### src/rtl/bus_monitor_pkg.sv
// bus_monitor_pkg: monitor FSM states and the fixed-width part of a log entry
package bus_monitor_pkg;
    typedef enum logic [1:0] {RUN, HALTED, TIMEOUT} state_e;
    typedef struct packed {
        logic [31:0] data;
        logic [3:0]  be;
        logic        we;
    } log_payload_t;
    localparam int PAYLOAD_W = $bits(log_payload_t);
endpackage

### src/rtl/bus_monitor_sync_fifo.sv
// sync_fifo: wrap-bit pointer FIFO; a push into a full FIFO succeeds when a pop lands on the same edge
module sync_fifo #(
    parameter int WIDTH = 8,
    parameter int DEPTH = 8
) (
    input  logic             clk,
    input  logic             resetn,
    input  logic             push,
    input  logic             pop,
    input  logic [WIDTH-1:0] wdata,
    output logic [WIDTH-1:0] rdata,
    output logic             full,
    output logic             empty
);
    localparam int PW = $clog2(DEPTH);
    logic [PW:0] wr_q, wr_d, rd_q, rd_d;
    logic [WIDTH-1:0] mem_q [DEPTH];
    logic [WIDTH-1:0] mem_d [DEPTH];
    logic pop_ok, push_ok;
    assign empty   = wr_q == rd_q;
    assign full    = (wr_q[PW] != rd_q[PW]) && (wr_q[PW-1:0] == rd_q[PW-1:0]);
    assign pop_ok  = pop && !empty;
    assign push_ok = push && (!full || pop_ok);
    assign rdata   = empty ? '0 : mem_q[rd_q[PW-1:0]];
    always_comb begin
        mem_d = mem_q;
        wr_d  = push_ok ? wr_q + 1'b1 : wr_q;
        rd_d  = pop_ok ? rd_q + 1'b1 : rd_q;
        if (push_ok) mem_d[wr_q[PW-1:0]] = wdata;
    end
    always_ff @(posedge clk or negedge resetn) begin
        if (!resetn) begin
            wr_q  <= '0;
            rd_q  <= '0;
            mem_q <= '{default: '0};
        end else begin
            wr_q  <= wr_d;
            rd_q  <= rd_d;
            mem_q <= mem_d;
        end
    end
endmodule

### src/rtl/bus_monitor.sv
// bus_monitor: passive halt/timeout detector and MMIO write logger; BUS_MONITOR_READ_LOG_EN also logs MMIO reads
module bus_monitor
    import bus_monitor_pkg::*;
#(
    parameter int          AW             = 32,
    parameter logic [AW-1:0] MMIO_BASE    = 'h0000_0800,
    parameter logic [AW-1:0] MMIO_MASK    = 'h0000_0800,
    parameter logic [AW-1:0] HALT_ADDR    = 'h0000_0FFC,
    parameter int          LOG_DEPTH      = 8,
    parameter int          TIMEOUT_CYCLES = 2000
) (
    input  logic          clk,
    input  logic          resetn,
    input  logic [AW-1:0] address,
    input  logic [31:0]   data_out,
    input  logic [3:0]    byte_enable,
    input  logic          we,
    output logic          log_valid,
    input  logic          log_ready,
    output logic [AW-1:0] log_addr,
    output logic [31:0]   log_data,
    output logic [3:0]    log_be,
    output logic          log_we,
    output logic [15:0]   drop_count,
    output logic [31:0]   cycle_count,
    output logic          halt,
    output logic          timeout
);
    localparam int EW = AW + PAYLOAD_W;
    state_e state_q, state_d;
    logic [31:0] cycle_count_q, cycle_count_d;
    logic [15:0] drop_count_q, drop_count_d;
    logic run, mmio_hit, push, pop, to_hit, full, empty;
    log_payload_t wr_pl, rd_pl;
    always_comb begin
        run      = state_q == RUN;
        mmio_hit = (address & MMIO_MASK) == MMIO_BASE;
`ifdef BUS_MONITOR_READ_LOG_EN
        push     = run && mmio_hit;
`else
        push     = run && mmio_hit && we;
`endif
        pop      = !empty && log_ready;
        to_hit   = (TIMEOUT_CYCLES != 0) && (cycle_count_q == 32'(TIMEOUT_CYCLES - 1));
        // halt has priority when both fire on the same edge
        state_d  = !run ? state_q : (address == HALT_ADDR) ? HALTED : to_hit ? TIMEOUT : RUN;
        cycle_count_d = (run && cycle_count_q != '1) ? cycle_count_q + 1'b1 : cycle_count_q;
        drop_count_d  = (push && full && !pop && drop_count_q != '1) ? drop_count_q + 1'b1 : drop_count_q;
        wr_pl    = '{data: data_out, be: byte_enable, we: we};
    end
    always_ff @(posedge clk or negedge resetn) begin
        if (!resetn) begin
            state_q       <= RUN;
            cycle_count_q <= '0;
            drop_count_q  <= '0;
        end else begin
            state_q       <= state_d;
            cycle_count_q <= cycle_count_d;
            drop_count_q  <= drop_count_d;
        end
    end
    sync_fifo #(.WIDTH(EW), .DEPTH(LOG_DEPTH)) u_fifo (
        .clk   (clk),
        .resetn(resetn),
        .push  (push),
        .pop   (pop),
        .wdata ({address, wr_pl}),
        .rdata ({log_addr, rd_pl}),
        .full  (full),
        .empty (empty)
    );
    assign log_valid   = !empty;
    assign log_data    = rd_pl.data;
    assign log_be      = rd_pl.be;
    assign log_we      = rd_pl.we;
    assign drop_count  = drop_count_q;
    assign cycle_count = cycle_count_q;
    assign halt        = state_q == HALTED;
    assign timeout     = state_q == TIMEOUT;
endmodule

### config.mk
export PLATFORM = sky130hd
export DESIGN_NAME = bus_monitor
export DESIGN_NICKNAME = d
export VERILOG_FILES = /design/src/rtl/bus_monitor_pkg.sv /design/src/rtl/bus_monitor_sync_fifo.sv /design/src/rtl/bus_monitor.sv
export SDC_FILE = /design/constraint.sdc
export NUM_CORES = 1
export LEC_CHECK = 0
export CAP_MARGIN = 20
export CORE_AREA = 2 2 238 240
export CTS_CLUSTER_SIZE = 20
export DETAILED_ROUTE_END_ITERATION = 8
export DIE_AREA = 0 0 240 242
export GPL_TIMING_DRIVEN = 0
export PLACE_DENSITY_LB_ADDON = 0.1
export SLEW_MARGIN = 20
export SYNTH_ARGS = -nofsm -noshare
export SYNTH_HDL_FRONTEND = slang
export SYNTH_SLANG_ARGS = --single-unit
### constraint.sdc
create_clock -name clk -period 2.1 [get_ports clk]
set_input_delay 0.315 -clock clk [delete_from_list [all_inputs] [get_ports clk]]
set_output_delay 0.315 -clock clk [all_outputs]
set_load 0.005 [all_outputs]
==> report_table.html, run 1 <==
<table>
<tr><th>Metric</th><th>Value</th></tr>
<tr><th colspan="2">Logic synthesis</th></tr>
<tr><td>Most instantiated flip-flop cell in the synthesis netlist</td><td>sky130_fd_sc_hd__dfrtp_1</td></tr>
<tr><td>Ranking of synthesized cells by area</td><td>sky130_fd_sc_hd__dfrtp_1 (55%), sky130_fd_sc_hd__mux2_2 (21%), sky130_fd_sc_hd__mux4_2 (11%)</td></tr>
<tr><td>Mean cell area of the mapped netlist</td><td>15.53 um^2</td></tr>
<tr><td>Synth area leader</td><td>sky130_fd_sc_hd__dfrtp_1</td></tr>
<tr><td>Total of flip-flops plus latches after synthesis</td><td>610</td></tr>
<tr><td>Async S/R FF share, synth</td><td>100.0%</td></tr>
<tr><td>Area fraction of the dominant cell type after synthesis</td><td>55.29%</td></tr>
<tr><td>Summed instance area of the synthesized netlist</td><td>27610 um^2</td></tr>
<tr><td>Most frequent cell after synthesis</td><td>sky130_fd_sc_hd__dfrtp_1</td></tr>
<tr><td>YS warnings</td><td>0</td></tr>
<tr><td>Commonest cells in the synthesized netlist</td><td>sky130_fd_sc_hd__dfrtp_1 (610), sky130_fd_sc_hd__mux2_2 (507), sky130_fd_sc_hd__mux4_2 (138), sky130_fd_sc_hd__nor2_1 (85), sky130_fd_sc_hd__mux2i_1 (70)</td></tr>
<tr><td>Proportion of synthesized chip area in sequential cells</td><td>55.29%</td></tr>
<tr><td>Cells after synthesis</td><td>1778</td></tr>
<tr><td>Distinct cell type count after synthesis</td><td>44</td></tr>
<tr><td>Mapped Nets</td><td>1854</td></tr>
<tr><td>Post-synth EDFFs</td><td>0</td></tr>
<tr><th colspan="2">Setup path</th></tr>
<tr><td>Worst flop-to-flop path endpoint</td><td>u_fifo.mem_q[487]</td></tr>
<tr><td>Endpoint arrival time on the critical path</td><td>2600 ps</td></tr>
<tr><td>R2r startpoint</td><td>u_fifo.rd_q[0]</td></tr>
<tr><td>Category of the worst setup path launch point</td><td>register</td></tr>
<tr><td>Data required time at the worst endpoint</td><td>1780 ps</td></tr>
<tr><td>WS Path Type</td><td>register to output port</td></tr>
<tr><td>Type of destination of the critical path</td><td>output port</td></tr>
<tr><td>CP Max Fanout</td><td>6</td></tr>
<tr><td>Setup slack of the worst register-to-register path</td><td>-540 ps</td></tr>
<tr><td>Worst reg-to-reg path cell count</td><td>14</td></tr>
<tr><th colspan="2">Die</th></tr>
<tr><td>Row cnt</td><td>87</td></tr>
<tr><td>Overall die area</td><td>58080 um^2</td></tr>
<tr><td>Area of the placeable core</td><td>55730 um^2</td></tr>
<tr><td>Effective utilization at floorplan</td><td>49.54%</td></tr>
<tr><td>Number of top-level pins</td><td>192</td></tr>
<tr><td>Die Y</td><td>242 um</td></tr>
<tr><td>Die extent in x</td><td>240 um</td></tr>
<tr><th colspan="2">Placement</th></tr>
<tr><td>Post-place setup slack</td><td>-1490 ps</td></tr>
<tr><td>IO buf count</td><td>191</td></tr>
<tr><td>Final weighted congestion in routability-driven placement</td><td>0.8476</td></tr>
<tr><td>Total instance count after detailed placement</td><td>2733</td></tr>
<tr><td>HPWL after DPL</td><td>42960 um</td></tr>
<tr><th colspan="2">Timing</th></tr>
<tr><td>Worst hold slack after final layout</td><td>218.6 ps</td></tr>
<tr><td>Period utilisation layout</td><td>138.9%</td></tr>
<tr><td>Minimum period implied by the final worst setup slack</td><td>2916 ps</td></tr>
<tr><td>Rel. slew slack</td><td>60.92%</td></tr>
<tr><td>Number of pins with negative max-slew slack in the final report</td><td>0</td></tr>
<tr><td>Sum of negative setup slack</td><td>-262590 ps</td></tr>
<tr><td>Largest clock skew in the final design</td><td>30.34 ps</td></tr>
<tr><td>Max Clock Freq</td><td>0.3429 GHz</td></tr>
<tr><td>Unrepaired setup endpoints after global routing</td><td>yes</td></tr>
<tr><td>Hold Fails Final Rpt</td><td>0</td></tr>
<tr><td>Worst slew pin tran</td><td>581.8 ps</td></tr>
<tr><td>Number of failing setup endpoints in the final timing report</td><td>663</td></tr>
<tr><td>Slack of the critical path</td><td>-816.4 ps</td></tr>
<tr><th colspan="2">Status</th></tr>
<tr><td>Outcome</td><td>complete, but fails checks</td></tr>
<tr><td>Violated checks</td><td>negative setup slack</td></tr>
<tr><th colspan="2">CTS</th></tr>
<tr><td>Cell at the root of the clock tree</td><td>sky130_fd_sc_hd__clkbuf_16</td></tr>
<tr><td>TritonCTS Sinks</td><td>610</td></tr>
<tr><td>Clock insertion delay at the later pin of the skew report</td><td>610 ps</td></tr>
<tr><td>Buffer depth of the longest clock path</td><td>3</td></tr>
<tr><td>CTS H-Tree Depth</td><td>3</td></tr>
<tr><td>CTS tree</td><td>yes</td></tr>
<tr><td>Clock-pin slew reported for the worst setup and hold paths after clock tree synthesis</td><td>60 ps</td></tr>
<tr><td>CTS buffer count</td><td>69</td></tr>
<tr><th colspan="2">Detailed routing</th></tr>
<tr><td>Average wire length per cell after detail routing</td><td>24.83 um</td></tr>
<tr><td>Detailed-route wire length</td><td>74900 um</td></tr>
<tr><td>Via density</td><td>5.692</td></tr>
<tr><td>Antenna-violating nets left</td><td>0</td></tr>
<tr><td>Initial DRC count</td><td>1026</td></tr>
<tr><td>Number of remaining DRC errors</td><td>0</td></tr>
<tr><td>Total number of vias</td><td>17170</td></tr>
<tr><td>Number of optimization iterations in the first detailed-route pass</td><td>5</td></tr>
<tr><th colspan="2">GRT</th></tr>
<tr><td>Global-route congestion overflow total</td><td>0</td></tr>
<tr><td>Largest net degree at the start of global routing</td><td>101</td></tr>
<tr><td>Antenna violations before repair</td><td>3</td></tr>
<tr><td>Vias in the first global route</td><td>18220</td></tr>
<tr><td>Wire length of the first global-routing pass</td><td>111500 um</td></tr>
<tr><td>Tot GR Track Use</td><td>25.35%</td></tr>
<tr><th colspan="2">Cells and area</th></tr>
<tr><td>Synth-to-Final Area Change</td><td>35.02%</td></tr>
<tr><td>Number of nets in the finished design</td><td>2296</td></tr>
<tr><td>Share of final-layout standard cells stronger than drive strength 1</td><td>53.47%</td></tr>
<tr><td>Filler Cells Inserted</td><td>3887</td></tr>
<tr><td>Filler-free cell count of the finished design</td><td>3016</td></tr>
<tr><th colspan="2">Worst hold path</th></tr>
<tr><td>Classification of the worst-slack hold path</td><td>input port to async pin</td></tr>
<tr><th colspan="2">Power and ir drop</th></tr>
<tr><td>Worst vdd rail ir drop</td><td>0.7246 mV</td></tr>
<tr><td>Power density of the placed cells</td><td>1534 nW/um^2</td></tr>
<tr><td>Reported leakage power</td><td>16.21 nW</td></tr>
<tr><th colspan="2">Run</th></tr>
<tr><td>Number of violations of the max-capacitance limit</td><td>0</td></tr>
</table>
==> layout by cell type (no fill, tap or decap), types with 47 or more instances in the layout <==
master	instances
sky130_fd_sc_hd__dfrtp_1	608
sky130_fd_sc_hd__mux2_2	429
sky130_fd_sc_hd__mux4_2	138
sky130_fd_sc_hd__clkdlybuf4s50_1	120
sky130_fd_sc_hd__mux2_4	113
sky130_fd_sc_hd__buf_12	103
sky130_fd_sc_hd__clkbuf_16	97
sky130_fd_sc_hd__nor2_1	72
sky130_fd_sc_hd__buf_2	68
sky130_fd_sc_hd__mux2i_1	47
sky130_fd_sc_hd__buf_6	47
==> registers in the layout, indices dropped and copies added, names as in the netlist <==
signal / flops
u_fifo.mem_q: 552
cycle_count: 32
drop_count: 16
u_fifo.rd_q: 4
u_fifo.wr_q: 4
state_q: 2
==> per-layer routing <==
metal	vias up	global-route usage [%]	part of all wire, %
met3	112	4.113	4.2
met4	2	8.312	2.5
li1	7465	-	-
met2	365	40.84	49
met5	-	0	0.017
met1	9223	35.32	44
==> power breakdown <==
group          internal (mW)  switching, mW  total, mW
Clock                   7.13           4.72       11.8
Combinational           15.6           9.92       25.6
Sequential              17.0           2.76       19.8
Total                   39.8           17.4       57.2
==> how the worst max path moves through the flow <==
stage              startpoint               to  slack [ps]
5_1_grt        u_fifo.rd_q[0]     log_addr[14]        -850
4_1_cts        u_fifo.rd_q[0]     log_addr[14]        -840
3_3_place_gp           resetn  u_fifo.mem_q[3]      -25740
6_report       u_fifo.rd_q[0]     log_addr[14]        -820
2_1_floorplan  u_fifo.rd_q[0]     log_addr[10]           5
3_5_place_dp   u_fifo.rd_q[0]     log_addr[11]       -1490
==> per-stage QoR <==
stage	power (mW)	util, %	instance area [um^2]
final	57.19	66.88	37280
after global routing	60.17	66.88	37280
after CTS	56.49	64.19	35780
after detailed placement	40.67	55.06	30690
after global placement	40.01	54.68	30470
after floorplan	32.52	-	27620
==> worst max-delay path, cell delays in order, from the launching register on <==
cell and delay (ps):
sky130_fd_sc_hd__dfrtp_2 420, sky130_fd_sc_hd__buf_6 130, sky130_fd_sc_hd__clkbuf_16 150, sky130_fd_sc_hd__buf_12 150, sky130_fd_sc_hd__buf_12 130, sky130_fd_sc_hd__buf_6 90, sky130_fd_sc_hd__mux4_2 510, sky130_fd_sc_hd__mux2i_2 210
sky130_fd_sc_hd__nor2_1 60, sky130_fd_sc_hd__buf_2 130
==> repair_timing <==
action	CTS	global route
gates cloned	28	21
endpoints found under the hold margin	45	0
hold buffers	1	0
setup endpoints to repair	650	676
setup buffers	98	63
pin swaps	56	60
resized for setup	669	294
==> area by class of cell <==
cell class / count / area (um^2) / area share (%)
inverter: 4 / 17.52 / 0.04699
timing repair buffer: 384 / 4831 / 12.96
tap: 756 / 945.9 / 2.538
clock buffer: 97 / 2017 / 5.411
sequential: 610 / 15270 / 40.96
clock inverter: 13 / 168.9 / 0.4531
antenna: 1 / 2.502 / 0.006713
buffer: 99 / 1435 / 3.850
multi-input combinational: 1052 / 12590 / 33.78
==> logic make-up after synthesis <==
family	after synthesis	synth area share, %
xor gates and xnor gates	50	1.586
DFF	610	55.29
muxes	752	35.98
adders and majority gates	4	0.1813
buffers and inverters	116	2.098
AOI/OAI and AO/OA	10	0.3535
and+or+nand+nor	236	4.509
Note: power is estimated with default switching activity, not from simulation.
==> run 2: changes to the inputs <==
--- a/config.mk
+++ b/config.mk
@@ -6,10 +6,10 @@
 export NUM_CORES = 1
 export LEC_CHECK = 0
 export CAP_MARGIN = 20
-export CORE_AREA = 2 2 238 240
+export CORE_AREA = 2 2 232 234
 export CTS_CLUSTER_SIZE = 20
 export DETAILED_ROUTE_END_ITERATION = 8
-export DIE_AREA = 0 0 240 242
+export DIE_AREA = 0 0 234 236
 export GPL_TIMING_DRIVEN = 0
 export PLACE_DENSITY_LB_ADDON = 0.1
 export SLEW_MARGIN = 20
==> run 2 against run 1 <==
The flow still finishes with violations (negative setup slack). Critical endpoint is now log_addr[2]. Worst hold slack improved by 14 ps. Clock-buffer cell count increased by 14. Total power decreased by 2.2%. Routed wire length fell by 6.1%. Non-clock buffer count fell by 47. Via count decreased by 2.1%.
==> report_table.html, run 2 (synthesis gave the netlist of run 1 again) <==
<table>
<tr><th>Metric</th><th>Value</th></tr>
<tr><th colspan="2">GRT</th></tr>
<tr><td>Wire length of the first global-routing pass</td><td>106000 um (-4.9%)</td></tr>
<tr><td>Vias in the first global route</td><td>17810 (-2.3%)</td></tr>
<tr><td>Global-route congestion overflow total</td><td>0 (unchanged)</td></tr>
<tr><td>Antenna violations before repair</td><td>2 (-1)</td></tr>
<tr><td>Largest net degree at the start of global routing</td><td>99 (-2.0%)</td></tr>
<tr><td>Tot GR Track Use</td><td>25.14% (-0.21 points)</td></tr>
<tr><th colspan="2">Die</th></tr>
<tr><td>Die extent in x</td><td>234 um (-2.5%)</td></tr>
<tr><td>Effective utilization at floorplan</td><td>52.02% (+2.5 points)</td></tr>
<tr><td>Row cnt</td><td>85 (-2.3%)</td></tr>
<tr><td>Overall die area</td><td>55220 um^2 (-4.9%)</td></tr>
<tr><td>Number of top-level pins</td><td>192 (unchanged)</td></tr>
<tr><td>Die Y</td><td>236 um (-2.5%)</td></tr>
<tr><td>Area of the placeable core</td><td>53070 um^2 (-4.8%)</td></tr>
<tr><th colspan="2">Setup path</th></tr>
<tr><td>Cell with the biggest individual delay on the critical path</td><td>sky130_fd_sc_hd__mux4_2</td></tr>
<tr><td>Number of gates on the worst path with buffers counted</td><td>8 (-1)</td></tr>
<tr><td>Category of the worst setup path launch point</td><td>register</td></tr>
<tr><td>Cells traversed along the worst timing path</td><td>buf_6 -&gt; buf_12 -&gt; buf_8 -&gt; buf_6 -&gt; mux4_2 -&gt; mux2i_2 -&gt; nor2_2 -&gt; buf_2</td></tr>
<tr><td>WS Path Type</td><td>register to output port</td></tr>
<tr><td>Start point of the critical path</td><td>u_fifo.rd_q[0]</td></tr>
<tr><td>CP Max Fanout</td><td>8 (+2)</td></tr>
<tr><td>Delay-heaviest family, CP</td><td>buffers and inverters</td></tr>
<tr><td>Longest individual stage delay on the worst path</td><td>500 ps (about the same)</td></tr>
<tr><td>Worst reg-to-reg path cell count</td><td>14 (unchanged)</td></tr>
<tr><td>Data required time at the worst endpoint</td><td>1780 ps (about the same)</td></tr>
<tr><td>Endpoint arrival time on the critical path</td><td>2540 ps (-60 ps)</td></tr>
<tr><td>Most common cell type on the critical path</td><td>sky130_fd_sc_hd__buf_6</td></tr>
<tr><td>Type of destination of the critical path</td><td>output port</td></tr>
<tr><td>R2r startpoint</td><td>u_fifo.rd_q[0]</td></tr>
<tr><td>Worst path bufs/invs</td><td>5 (-1)</td></tr>
<tr><th colspan="2">CTS</th></tr>
<tr><td>Clock-pin slew reported for the worst setup and hold paths after clock tree synthesis</td><td>60 ps (about the same)</td></tr>
<tr><td>CTS buffer count</td><td>68 (-1.4%)</td></tr>
<tr><td>TritonCTS Sinks</td><td>610 (unchanged)</td></tr>
<tr><td>Clock insertion delay at the later pin of the skew report</td><td>600 ps (about the same)</td></tr>
<tr><td>Cell at the root of the clock tree</td><td>sky130_fd_sc_hd__clkbuf_16</td></tr>
<tr><td>CTS H-Tree Depth</td><td>3 (unchanged)</td></tr>
<tr><td>Buffer depth of the longest clock path</td><td>3 (unchanged)</td></tr>
<tr><td>CTS tree</td><td>yes</td></tr>
<tr><th colspan="2">Placement</th></tr>
<tr><td>IO buf count</td><td>191 (unchanged)</td></tr>
<tr><td>Final weighted congestion in routability-driven placement</td><td>0.7988 (-5.8%)</td></tr>
<tr><td>HPWL after DPL</td><td>41870 um (-2.5%)</td></tr>
<tr><th colspan="2">Cells and area</th></tr>
<tr><td>Synth-to-Final Area Change</td><td>30.09%</td></tr>
<tr><td>Share of final-layout standard cells stronger than drive strength 1</td><td>52.00% (-1.5 points)</td></tr>
<tr><td>Commonest non-fill, non-tap cell in the layout</td><td>sky130_fd_sc_hd__dfrtp_1</td></tr>
<tr><td>Core utilization of the finished layout</td><td>67.68% (+0.79 points)</td></tr>
<tr><td>Largest register by flop count</td><td>u_fifo.mem_q</td></tr>
<tr><td>Commonest cells after routing, fill and taps aside</td><td>sky130_fd_sc_hd__dfrtp_1 (608), sky130_fd_sc_hd__mux2_2 (494), sky130_fd_sc_hd__mux4_2 (138)</td></tr>
<tr><td>Number of nets in the finished design</td><td>2248 (-2.1%)</td></tr>
<tr><td>Max reg flops</td><td>552 (unchanged)</td></tr>
<tr><th colspan="2">Power and ir drop</th></tr>
<tr><td>Worst vdd rail ir drop</td><td>0.7568 mV (+4.4%)</td></tr>
<tr><td>Power density of the placed cells</td><td>1557 nW/um^2 (+1.5%)</td></tr>
<tr><td>Reported leakage power</td><td>15.58 nW (-3.9%)</td></tr>
<tr><th colspan="2">Timing</th></tr>
<tr><td>Number of failing setup endpoints in the final timing report</td><td>674 (+1.7%)</td></tr>
<tr><td>Minimum period implied by the final worst setup slack</td><td>2855 ps (-60.97 ps)</td></tr>
<tr><td>Period utilisation layout</td><td>136.0% (-2.9 points)</td></tr>
<tr><td>Number of pins with negative max-slew slack in the final report</td><td>0 (unchanged)</td></tr>
<tr><td>Rel. slew slack</td><td>53.92% (-7.0 points)</td></tr>
<tr><td>Max Clock Freq</td><td>0.3502 GHz (+2.1%)</td></tr>
<tr><td>Sum of negative setup slack</td><td>-267280 ps (-4684 ps)</td></tr>
<tr><td>Worst slew pin tran</td><td>681.9 ps (+100.1 ps)</td></tr>
<tr><td>Slack of the critical path</td><td>-755.4 ps (+60.97 ps)</td></tr>
<tr><td>Unrepaired setup endpoints after global routing</td><td>yes</td></tr>
<tr><td>Largest clock skew in the final design</td><td>26.42 ps (-3.922 ps)</td></tr>
<tr><td>Hold Fails Final Rpt</td><td>0 (unchanged)</td></tr>
<tr><th colspan="2">Detailed routing</th></tr>
<tr><td>Detailed-route wire length</td><td>70300 um (-6.1%)</td></tr>
<tr><td>Via density</td><td>5.751 (+1.0%)</td></tr>
<tr><td>Number of remaining DRC errors</td><td>0 (unchanged)</td></tr>
<tr><td>Antenna-violating nets left</td><td>0 (unchanged)</td></tr>
<tr><td>Total number of vias</td><td>16800 (-2.1%)</td></tr>
<tr><td>Initial DRC count</td><td>1066 (+3.9%)</td></tr>
<tr><td>Average wire length per cell after detail routing</td><td>24.06 um (-3.1%)</td></tr>
<tr><td>Number of optimization iterations in the first detailed-route pass</td><td>5 (unchanged)</td></tr>
<tr><th colspan="2">Worst hold path</th></tr>
<tr><td>Classification of the worst-slack hold path</td><td>input port to async pin</td></tr>
<tr><th colspan="2">Status</th></tr>
<tr><td>Outcome</td><td>complete, but fails checks</td></tr>
<tr><td>Violated checks</td><td>negative setup slack</td></tr>
<tr><th colspan="2">Run</th></tr>
<tr><td>Number of violations of the max-capacitance limit</td><td>0 (unchanged)</td></tr>
</table>
## run 2: final cells by class
| class | instances | area (um^2) |
|---|---|---|
| clock buffers | 111 | 2170 |
| plain buffers | 105 | 1456 |
| fillers | 3687 | 17150 |
| diodes | 1 | 2.502 |
| well taps | 696 | 870.8 |
| multi-input cells | 1052 | 12270 |
| inverters | 4 | 15.01 |
| repair buffers | 331 | 3702 |
| flip-flops and latches | 610 | 15270 |
| clock inverters | 12 | 160.2 |
## run 2: worst paths after layout
kind | endpoint | slack [ps]
hold / removal | cycle_count[27] | 230
setup / recovery | log_addr[2] | -760
setup reg to reg | u_fifo.mem_q[478] | -530
min in group clk | u_fifo.mem_q[207] | 460
hold reg to reg | u_fifo.mem_q[207] | 460
max in group asynchronous | u_fifo.mem_q[350] | 140
## run 2: stage by stage
step                setup WS (ps)  cell area, um^2  power, mW  cells  hold slack, ps
floorplan                   5.256            27620      32.52   1778           19.41
global placement           -25940            30400      39.84   2665           443.6
detailed placement          -1525            30610      40.51   2673           251.9
CTS                        -825.0            34440      55.25   2878           221.5
global route               -838.8            35920      59.03   2922           262.7
finish                     -755.4            35920      55.92   2922           233.0
## run 2: worst reg2reg max path: cells and delay by family, from the launching register on
| kind | cells | cell delay (ps) |
|---|---|---|
| xor gates and xnor gates | 1 | 120 |
| buffers and inverters | 9 | 1210 |
| AOI/OAI and AO/OA | 1 | 110 |
| DFF | 1 | 440 |
| muxes | 1 | 350 |
| and+or+nand+nor | 2 | 290 |
## run 2: metal layers
layer	vias up	track usage, %	share of wire, %
met4	0	7.576	2.3
met3	97	3.723	3.5
met1	8995	35.71	45
li1	7387	-	-
met2	325	40.37	50
met5	-	0	0
## run 2: report_power, final
| group | leakage [nW] | total [mW] | switching, mW | internal (mW) |
|---|---|---|---|---|
| clock network | 1.15 | 12.3 | 4.74 | 7.54 |
| logic | 6.84 | 23.9 | 9.40 | 14.5 |
| registers | 7.59 | 19.7 | 2.68 | 17.0 |
| total | 15.6 | 55.9 | 16.8 | 39.1 |
## run 2: repair_timing
action / 4_1_cts / 5_1_grt
hold buffers: 1 / 0
buffers inserted: 78 / 37
pin swaps: 55 / 31
hold endpoints to repair: 49 / 0
gates resized for setup: 507 / 268
setup endpoints to repair: 656 / 772
gates cloned: 8 / 16
